===== config.mk =====
export PLATFORM = sky130hd
export DESIGN_NAME = ucode_mul_sequencer
export DESIGN_NICKNAME = d
export VERILOG_FILES = /design/src/rtl/ucode_mul_sequencer.sv
export SDC_FILE = /design/constraint.sdc
export NUM_CORES = 1
export LEC_CHECK = 0
export ABC_CLOCK_PERIOD_IN_PS = 4100
export CAP_MARGIN = 20
export CELL_PAD_IN_SITES_DETAIL_PLACEMENT = 0
export CELL_PAD_IN_SITES_GLOBAL_PLACEMENT = 1
export CORE_ASPECT_RATIO = 1.75
export CORE_MARGIN = 4
export CORE_UTILIZATION = 37
export CTS_BUF_LIST = sky130_fd_sc_hd__clkbuf_8
export DETAILED_ROUTE_END_ITERATION = 10
export GPL_ROUTABILITY_DRIVEN = 0
export HOLD_SLACK_MARGIN = 0.1
export PLACE_DENSITY = 0.95
export SYNTH_ARGS = -nofsm -noshare
export SYNTH_HDL_FRONTEND = slang
export SYNTH_SLANG_ARGS = --single-unit

===== constraint.sdc =====
create_clock -name clk -period 4.1 [get_ports clk]
set_input_delay 0.82 -clock clk [delete_from_list [all_inputs] [get_ports clk]]
set_output_delay 0.82 -clock clk [all_outputs]
set_load 0.05 [all_outputs]

===== src/rtl/ucode_mul_sequencer.sv =====
// ucode_mul_sequencer
// Expands a decoded multiply request (muli / mulr) into a stream of native
// 32-bit shift-add micro-ops. The multiplier is scanned LSB first: every set
// bit adds the shifted multiplicand into the scratch accumulator, and the
// multiplicand is shifted left only while set bits remain above the current
// position. The output register follows a valid/ready handshake and holds its
// word stable while stalled.
module ucode_mul_sequencer #(
  parameter logic [3:0] SCR_ACC   = 4'd14,
  parameter logic [3:0] SCR_T     = 4'd15,
  parameter logic [2:0] ALU_ADD   = 3'b001,
  parameter logic [2:0] ALU_AND   = 3'b011,
  parameter logic [2:0] ALU_SHL   = 3'b101,
  parameter int         MULT_BITS = 16
) (
  input  logic        clk,
  input  logic        rst,
  input  logic        mul_trigger,
  input  logic        mul_type,
  input  logic [3:0]  dest_reg,
  input  logic [3:0]  src1_reg,
  input  logic [3:0]  src2_reg,
  input  logic [15:0] imm,
  output logic        busy,
  output logic        rf_rd_en,
  output logic [3:0]  rf_rd_addr,
  input  logic [31:0] rf_rd_data,
  output logic        uop_valid,
  output logic [31:0] uop_instr,
  input  logic        uop_ready,
  output logic        done
);

  typedef enum logic [2:0] {
    ST_IDLE   = 3'd0,
    ST_RDREG  = 3'd1,
    ST_WAITRD = 3'd2,
    ST_COPY   = 3'd3,
    ST_CLR    = 3'd4,
    ST_STEP   = 3'd5,
    ST_FIN    = 3'd6
  } state_t;

  localparam logic [1:0] PICK_ADD = 2'd0;
  localparam logic [1:0] PICK_SHL = 2'd1;
  localparam logic [1:0] PICK_FIN = 2'd2;

  // Data-immediate format: class 00, src2 field unused, imm in [15:0].
  function automatic logic [31:0] enc_imm(input logic [2:0] alu, input logic [3:0] dst,
                                          input logic [3:0] s1, input logic [15:0] im);
    enc_imm = {2'b00, 1'b0, 1'b0, alu, dst, s1, 1'b0, im};
  endfunction

  // Data-register format: class 01, low 13 bits zero.
  function automatic logic [31:0] enc_reg(input logic [2:0] alu, input logic [3:0] dst,
                                          input logic [3:0] s1, input logic [3:0] s2);
    enc_reg = {2'b01, 1'b0, 1'b0, alu, dst, s1, s2, 13'd0};
  endfunction

  // Decide what a fresh bit position emits: ADD if its bit is set, a bare SHL
  // if only higher bits remain, otherwise the sequence is finished.
  function automatic logic [1:0] step_pick(input logic [MULT_BITS-1:0] v);
    if (v[0]) begin
      step_pick = PICK_ADD;
    end else if (v[MULT_BITS-1:1] != {(MULT_BITS-1){1'b0}}) begin
      step_pick = PICK_SHL;
    end else begin
      step_pick = PICK_FIN;
    end
  endfunction

  // State and datapath registers
  state_t               r_state;
  logic [3:0]           r_dest;
  logic [3:0]           r_src1;
  logic [MULT_BITS-1:0] r_mrem;       // multiplier shifted right by the current bit index
  logic                 r_step_shl;   // STEP sub-phase: 0 = ADD presented, 1 = SHL presented
  logic                 r_uop_valid;
  logic [31:0]          r_uop_instr;
  logic                 r_done;
  logic                 r_busy;
  logic                 r_rf_rd_en;
  logic [3:0]           r_rf_rd_addr;

  // Next-state wires
  state_t               w_state_nxt;
  logic [3:0]           w_dest_nxt;
  logic [3:0]           w_src1_nxt;
  logic [MULT_BITS-1:0] w_mrem_nxt;
  logic                 w_step_shl_nxt;
  logic                 w_uop_valid_nxt;
  logic [31:0]          w_uop_instr_nxt;
  logic                 w_done_nxt;
  logic                 w_rf_rd_en_nxt;
  logic [3:0]           w_rf_rd_addr_nxt;

  // Fresh-position decision shared by CLR and post-SHL transitions
  logic [MULT_BITS-1:0] w_fresh_v;
  state_t               w_fresh_state;
  logic                 w_fresh_shl;
  logic [31:0]          w_fresh_instr;

  logic                 w_accept;
  logic [31:0]          w_uop_clr;
  logic [31:0]          w_uop_add;
  logic [31:0]          w_uop_shl;
  logic [31:0]          w_uop_fin;
  logic                 w_rd_hi_unused;

  assign w_accept  = r_uop_valid & uop_ready;
  assign w_uop_clr = enc_imm(ALU_AND, SCR_ACC, SCR_ACC, 16'd0);
  assign w_uop_add = enc_reg(ALU_ADD, SCR_ACC, SCR_ACC, SCR_T);
  assign w_uop_shl = enc_imm(ALU_SHL, SCR_T, SCR_T, 16'd1);
  assign w_uop_fin = enc_imm(ALU_ADD, r_dest, SCR_ACC, 16'd0);

  // Only the low multiplier bits of the register read are meaningful.
  assign w_rd_hi_unused = ^rf_rd_data[31:MULT_BITS];

  // Pick the first uop of the next bit position (after CLR, or after a SHL).
  always_comb begin
    w_fresh_state = ST_FIN;
    w_fresh_shl   = 1'b0;
    w_fresh_instr = w_uop_fin;
    if (r_state == ST_STEP) begin
      w_fresh_v = {1'b0, r_mrem[MULT_BITS-1:1]};
    end else begin
      w_fresh_v = r_mrem;
    end
    case (step_pick(w_fresh_v))
      PICK_ADD: begin
        w_fresh_state = ST_STEP;
        w_fresh_shl   = 1'b0;
        w_fresh_instr = w_uop_add;
      end
      PICK_SHL: begin
        w_fresh_state = ST_STEP;
        w_fresh_shl   = 1'b1;
        w_fresh_instr = w_uop_shl;
      end
      default: begin
        w_fresh_state = ST_FIN;
        w_fresh_shl   = 1'b0;
        w_fresh_instr = w_uop_fin;
      end
    endcase
  end

  // Next-state and output-register logic for the sequencer FSM.
  always_comb begin
    w_state_nxt      = r_state;
    w_dest_nxt       = r_dest;
    w_src1_nxt       = r_src1;
    w_mrem_nxt       = r_mrem;
    w_step_shl_nxt   = r_step_shl;
    w_uop_valid_nxt  = r_uop_valid;
    w_uop_instr_nxt  = r_uop_instr;
    w_done_nxt       = 1'b0;
    w_rf_rd_en_nxt   = 1'b0;
    w_rf_rd_addr_nxt = 4'd0;

    case (r_state)
      ST_IDLE: begin
        if (mul_trigger) begin
          w_dest_nxt = dest_reg;
          w_src1_nxt = src1_reg;
          if (mul_type) begin
            w_state_nxt      = ST_RDREG;
            w_rf_rd_en_nxt   = 1'b1;
            w_rf_rd_addr_nxt = src2_reg;
          end else begin
            w_state_nxt     = ST_COPY;
            w_mrem_nxt      = imm[MULT_BITS-1:0];
            w_uop_valid_nxt = 1'b1;
            w_uop_instr_nxt = enc_imm(ALU_ADD, SCR_T, src1_reg, 16'd0);
          end
        end else begin
          w_state_nxt = ST_IDLE;
        end
      end

      ST_RDREG: begin
        w_state_nxt = ST_WAITRD;
      end

      ST_WAITRD: begin
        w_state_nxt     = ST_COPY;
        w_mrem_nxt      = rf_rd_data[MULT_BITS-1:0];
        w_uop_valid_nxt = 1'b1;
        w_uop_instr_nxt = enc_imm(ALU_ADD, SCR_T, r_src1, 16'd0);
      end

      ST_COPY: begin
        if (w_accept) begin
          w_state_nxt     = ST_CLR;
          w_uop_instr_nxt = w_uop_clr;
        end else begin
          w_state_nxt = ST_COPY;
        end
      end

      ST_CLR: begin
        if (w_accept) begin
          w_state_nxt     = w_fresh_state;
          w_step_shl_nxt  = w_fresh_shl;
          w_uop_instr_nxt = w_fresh_instr;
        end else begin
          w_state_nxt = ST_CLR;
        end
      end

      ST_STEP: begin
        if (w_accept) begin
          if (!r_step_shl) begin
            // ADD taken; shift only if set bits remain above this position.
            if (r_mrem[MULT_BITS-1:1] != {(MULT_BITS-1){1'b0}}) begin
              w_state_nxt     = ST_STEP;
              w_step_shl_nxt  = 1'b1;
              w_uop_instr_nxt = w_uop_shl;
            end else begin
              w_state_nxt     = ST_FIN;
              w_step_shl_nxt  = 1'b0;
              w_uop_instr_nxt = w_uop_fin;
            end
          end else begin
            // SHL taken; move to the next bit position.
            w_mrem_nxt      = {1'b0, r_mrem[MULT_BITS-1:1]};
            w_state_nxt     = w_fresh_state;
            w_step_shl_nxt  = w_fresh_shl;
            w_uop_instr_nxt = w_fresh_instr;
          end
        end else begin
          w_state_nxt = ST_STEP;
        end
      end

      ST_FIN: begin
        if (w_accept) begin
          w_state_nxt     = ST_IDLE;
          w_uop_valid_nxt = 1'b0;
          w_uop_instr_nxt = 32'd0;
          w_done_nxt      = 1'b1;
          w_mrem_nxt      = {MULT_BITS{1'b0}};
          w_step_shl_nxt  = 1'b0;
        end else begin
          w_state_nxt = ST_FIN;
        end
      end

      default: begin
        w_state_nxt     = ST_IDLE;
        w_uop_valid_nxt = 1'b0;
        w_uop_instr_nxt = 32'd0;
      end
    endcase
  end

  // State and registered-output update with asynchronous reset.
  always_ff @(posedge clk or negedge rst) begin
    if (!rst) begin
      r_state      <= ST_IDLE;
      r_dest       <= 4'd0;
      r_src1       <= 4'd0;
      r_mrem       <= {MULT_BITS{1'b0}};
      r_step_shl   <= 1'b0;
      r_uop_valid  <= 1'b0;
      r_uop_instr  <= 32'd0;
      r_done       <= 1'b0;
      r_busy       <= 1'b0;
      r_rf_rd_en   <= 1'b0;
      r_rf_rd_addr <= 4'd0;
    end else begin
      r_state      <= w_state_nxt;
      r_dest       <= w_dest_nxt;
      r_src1       <= w_src1_nxt;
      r_mrem       <= w_mrem_nxt;
      r_step_shl   <= w_step_shl_nxt;
      r_uop_valid  <= w_uop_valid_nxt;
      r_uop_instr  <= w_uop_instr_nxt;
      r_done       <= w_done_nxt;
      r_busy       <= (w_state_nxt != ST_IDLE);
      r_rf_rd_en   <= w_rf_rd_en_nxt;
      r_rf_rd_addr <= w_rf_rd_addr_nxt;
    end
  end

  assign busy       = r_busy;
  assign rf_rd_en   = r_rf_rd_en;
  assign rf_rd_addr = r_rf_rd_addr;
  assign uop_valid  = r_uop_valid;
  assign uop_instr  = r_uop_instr;
  assign done       = r_done;

endmodule


[Yosys cells after proc, flatten, opt, wreduce, memory -nomap -nowiden]
Cells that the tools add are included.
Widths: inputs -> output; s select.
Cells by class
  eq/ne operators: 14
  mux-type cells: 47
  bitwise operators: 3
  reductions and logical operators: 14
Operators by type and width (number)
  $mux 32: 7
  $pmux 32 s7: 1
  $mux 16: 6
  $pmux 16 s4: 1
  $pmux 31 s2: 1
  $reduce_bool 15->1: 2
  $mux 28: 1
  $pmux 3 s7: 1
  $mux 3: 5
  $ne 2x2->1 const B: 7
  $mux 1: 13
  $mux 2: 6
  $mux 4: 3
  $eq 3x3->1 const B: 3
  $reduce_and 4->1: 2
  $reduce_and 7->1: 1
  $eq 3x2->1 const B: 2
  $reduce_and 6->1: 1
  $reduce_bool 3->1: 2
  $pmux 1 s4: 1
  $reduce_bool 4->1: 1
  $reduce_or 4->1: 1
  $eq 3x1->1 const B: 1
  $logic_not 3->1: 1
  7 further kinds: 8
Storage, ports and cells
  output and inout bits: 40
  bits of input ports: 65
  bits in registers: 68

[Logic depth before layout (Yosys ltp)]
  depth in word-level cells: 12
  mapped depth: 6
  mapped depth without buffers: 4

[Least setup slack after synthesis]
Ideal clock, no wire load.
  path type: input-to-reg
  start point: input mul_type
  end point: register r_mrem[0]
  stages on the path: 4
  required time: 3975 ps
  library setup time: 125 ps
  path buffers: 1
  slack: 1937 ps
  arrival time: 2038 ps
  cell sequence: or4b_1 > o221ai_2 > buf_4 > mux2_2
Between the ends
  longest elaborated chain between the ends: 2
RTL lines
  start, declared: RTL line 19  | input logic mul_type,
  $ne 2x2->1 (no source line)
  $reduce_and 6->1 (no source line)
  end signal, assigned: RTL line 263  | r_mrem <= {MULT_BITS{1'b0}};
  end signal, assigned: RTL line 275  | r_mrem <= w_mrem_nxt;
  end, declared: RTL line 76  | logic [MULT_BITS-1:0] r_mrem;
No other way between the ends.
A chain may end at the register's enable or synchronous reset.

[Worst setup path in the final report]
  start point: register r_state[0]
  end point: register r_mrem[12]
Between the ends
  longest elaborated chain between the ends: 3
  elaborated cells on any way between the ends: 12
RTL lines
  start, declared: RTL line 73  | state_t r_state;
  start signal, assigned: RTL line 272  | r_state <= w_state_nxt;
  $eq 3x3->1, or another cell as far along: RTL line 161  | case (r_state)
  $reduce_bool 4->1 (no source line) / $ne 2x2->1 (equally long branches)
  $reduce_and 6->1 (no source line)
Parallel ways exist; a longest one is shown, timed or not.

==> results.py <==
metrics = {
    "clocking": {
        "clk_latency_ns": 0.32,
        "post_cts_buffers": 0,
        "cts_made_buffers": 5,
        "cts_tree": "done",
        "cts_root_buffer": "clkbuf_8",
        "clk_path_buf_depth": 2,
        "cts.htree.levels": 2,
        "clk_pin_slew_ns": 0.09,
        "hold_buffers": 0,
        "cts_sinks": 48,
        "post_cts_resized": 0,
    },
    "timing": {
        "setup_tns_ns": 0,
        "fin_skew_ns": 0.007685,
        "slew_headroom": 0.3434,
        "period_minus_slack_ns": 2.620,
        "fin_ws_ns": 1.480,
        "fmaxAchievable_mhz": 381.6,
        "rsz0062_at_grt": "no",
        "hold_ws_ns": 0.3466,
        "slew_violations": 0,
        "tightest_slew_ns": 0.9849,
        "setup_viol_count_final": 0,
        "period_share": 0.6391,
        "finalHoldViolCount": 0,
    },
    "power": {
        "power.density_nw_per_um2": 758.9,
        "leakagePower_nw": 1.554,
        "irDropWorstVdd_mv": 0.2598,
        "power.total_mw": 2.794,
    },
    "die": {
        "start_util": 0.3800,
        "dieArea_um2": 9301,
        "die_h_um": 124.6,
        "core-area_um2": 7567,
        "rows": 42,
        "io_pins": 105,
        "dieWidth_um": 74.64,
    },
    "run_status": {
        "outcome": "finished, final reports clean",
    },
    "route": {
        "drt_iter0_drc": 122,
        "post_drt_wl_per_cell_um": 16.75,
        "num_vias": 2482,
        "first_pass_iters": 6,
        "routed_wl_um": 7437,
        "drc": 0,
        "vias_per_cell": 5.590,
        "ant_nets": 0,
    },
    "global_route": {
        "grt_max_degree": 49,
        "grt_pass1_vias": 2497,
        "grt_usage": 0.1674,
        "antenna_found_initial": 0,
        "grt_pass1_wl_um": 12130,
        "grt_overflow": 0,
    },
    "synthesis": {
        "syn_avg_cell_area_um2": 9.649,
        "async_reset_ff_frac": 1.000,
        "ys_seq_elements": 48,
        "ys_types": 46,
        "synth-edff-count": 0,
        "synth_top_flop_cell": "dfrtp_1",
        "yosysSeqAreaShare": 0.4178,
        "syn_area_um2": 2875,
        "syn_inst": 298,
        "yosys_warnings": 0,
    },
    "placement": {
        "dpl_cell_area_um2": 3551,
        "io_buffers": 73,
        "place.detailed.hpwl_um": 5395,
        "post-place-cells": 435,
        "place_ws_ns": 1.188,
    },
    "layout": {
        "fin_cells": 444,
        "finish.instance_area_um2": 3682,
        "syn_to_final_growth_pct": 28.07,
        "post-route-util": 0.4866,
        "diodes": 0,
        "final_nets": 420,
        "drive_gt1_frac": 0.1404,
    },
    "setup_path": {
        "start_kind": "register",
        "crit_path_end_kind": "register",
        "cp.arrival_ns": 2.83,
        "cp_data_required_time_ns": 4.31,
        "crit_type": "reg -> reg",
        "cp_max_fo": 32,
    },
    "flow_run": {
        "cap_violations": 0,
    },
    "worst_hold_path": {
        "hold_path_class": "in -> async",
    },
}
metal layers:
layer	global-route usage	up-vias	wire length [µm]
li1	-	1182	-
met1	0.1796	1201	2672
met2	0.2960	80	4132
met3	0.03312	19	377
met4	0.08491	0	254
met5	0	-	0
logic make-up after synthesis:
family	share of synthesized area
and+or+nand+nor	0.1688
AOI/OAI and AO/OA	0.2324
DFF	0.4178
buffers and inverters	0.09356
muxes	0.08616
other	0.001304
cells in the mapped netlist, types with 5 or more instances:
library cell	n	share of area
buf_4	21	0.055
inv_1	7	0.0091
a21oi_1	19	0.033
dfrtp_1	48	0.42
nand3_1	5	0.0087
nor2_1	18	0.023
clkbuf_1	12	0.016
a211oi_1	17	0.044
nand2_1	15	0.020
buf_2	5	0.0087
a22oi_1	15	0.039
mux2_2	22	0.086
o21ai_0	16	0.028
and3_1	19	0.041
critical path, cell delays in order, from the launching register on:
cell and delay, ns:
dfrtp_1 0.90, buf_4 0.42, nand2_1 0.43, a211oi_1 0.39, a21oi_1 0.07, mux2_2 0.30
worst paths after layout:
check / start / end / slack, ns / depth (start not counted)
worst max register to register: r_state[0] / r_mrem[12] / 1.48 / 5
worst min-delay path: rst / r_dest[1] / 0.35 / 1
worst min register to register: uop_instr[25] / uop_instr[25] / 0.48 / 1
min in group clk: uop_instr[25] / uop_instr[25] / 0.48 / 1
worst max-delay path: r_state[0] / r_mrem[12] / 1.48 / 5
max in group asynchronous: rst / r_mrem[7] / 3.28 / 2
placed cells by master, fill, tap and decap left out, types with 5 or more instances in the layout:
| cell | synthesis | routed |
|---|---|---|
| mux2_2 | 22 | 22 |
| and3_1 | 19 | 19 |
| conb_1 | 1 | 15 |
| dfrtp_1 | 48 | 48 |
| clkbuf_8 | 0 | 5 |
| a211oi_1 | 17 | 17 |
| inv_1 | 7 | 7 |
| a21oi_1 | 19 | 19 |
| nand3_1 | 5 | 5 |
| nand2_1 | 15 | 15 |
| a22oi_1 | 15 | 15 |
| o21ai_0 | 16 | 16 |
| clkdlybuf4s50_1 | 0 | 72 |
| nor2_1 | 18 | 18 |
sequential cells by signal (all words and copies together), names as in the netlist, 3 cells and up:
| signal | count |
|---|---|
| r_dest | 4 |
| r_state | 3 |
| rf_rd_addr | 4 |
| r_src1 | 4 |
| r_mrem | 16 |
| uop_instr | 12 |
layout make-up:
cell class | count | area [µm²]
multi-input cells | 215 | 1458
repair buffers | 78 | 775.7
fillers | 774 | 3885
well taps | 88 | 110.1
clock inverters | 3 | 42.54
inverters | 7 | 26.28
flip-flops and latches | 48 | 1201
clock buffers | 5 | 68.82
report_power, final:
group	total, mW	internal [mW]	switching, mW
Sequential	0.916	0.686	0.230
Clock	0.347	0.180	0.167
Combinational	1.53	0.650	0.881
Total	2.79	1.52	1.28
Power figures use the tool's default switching activity.
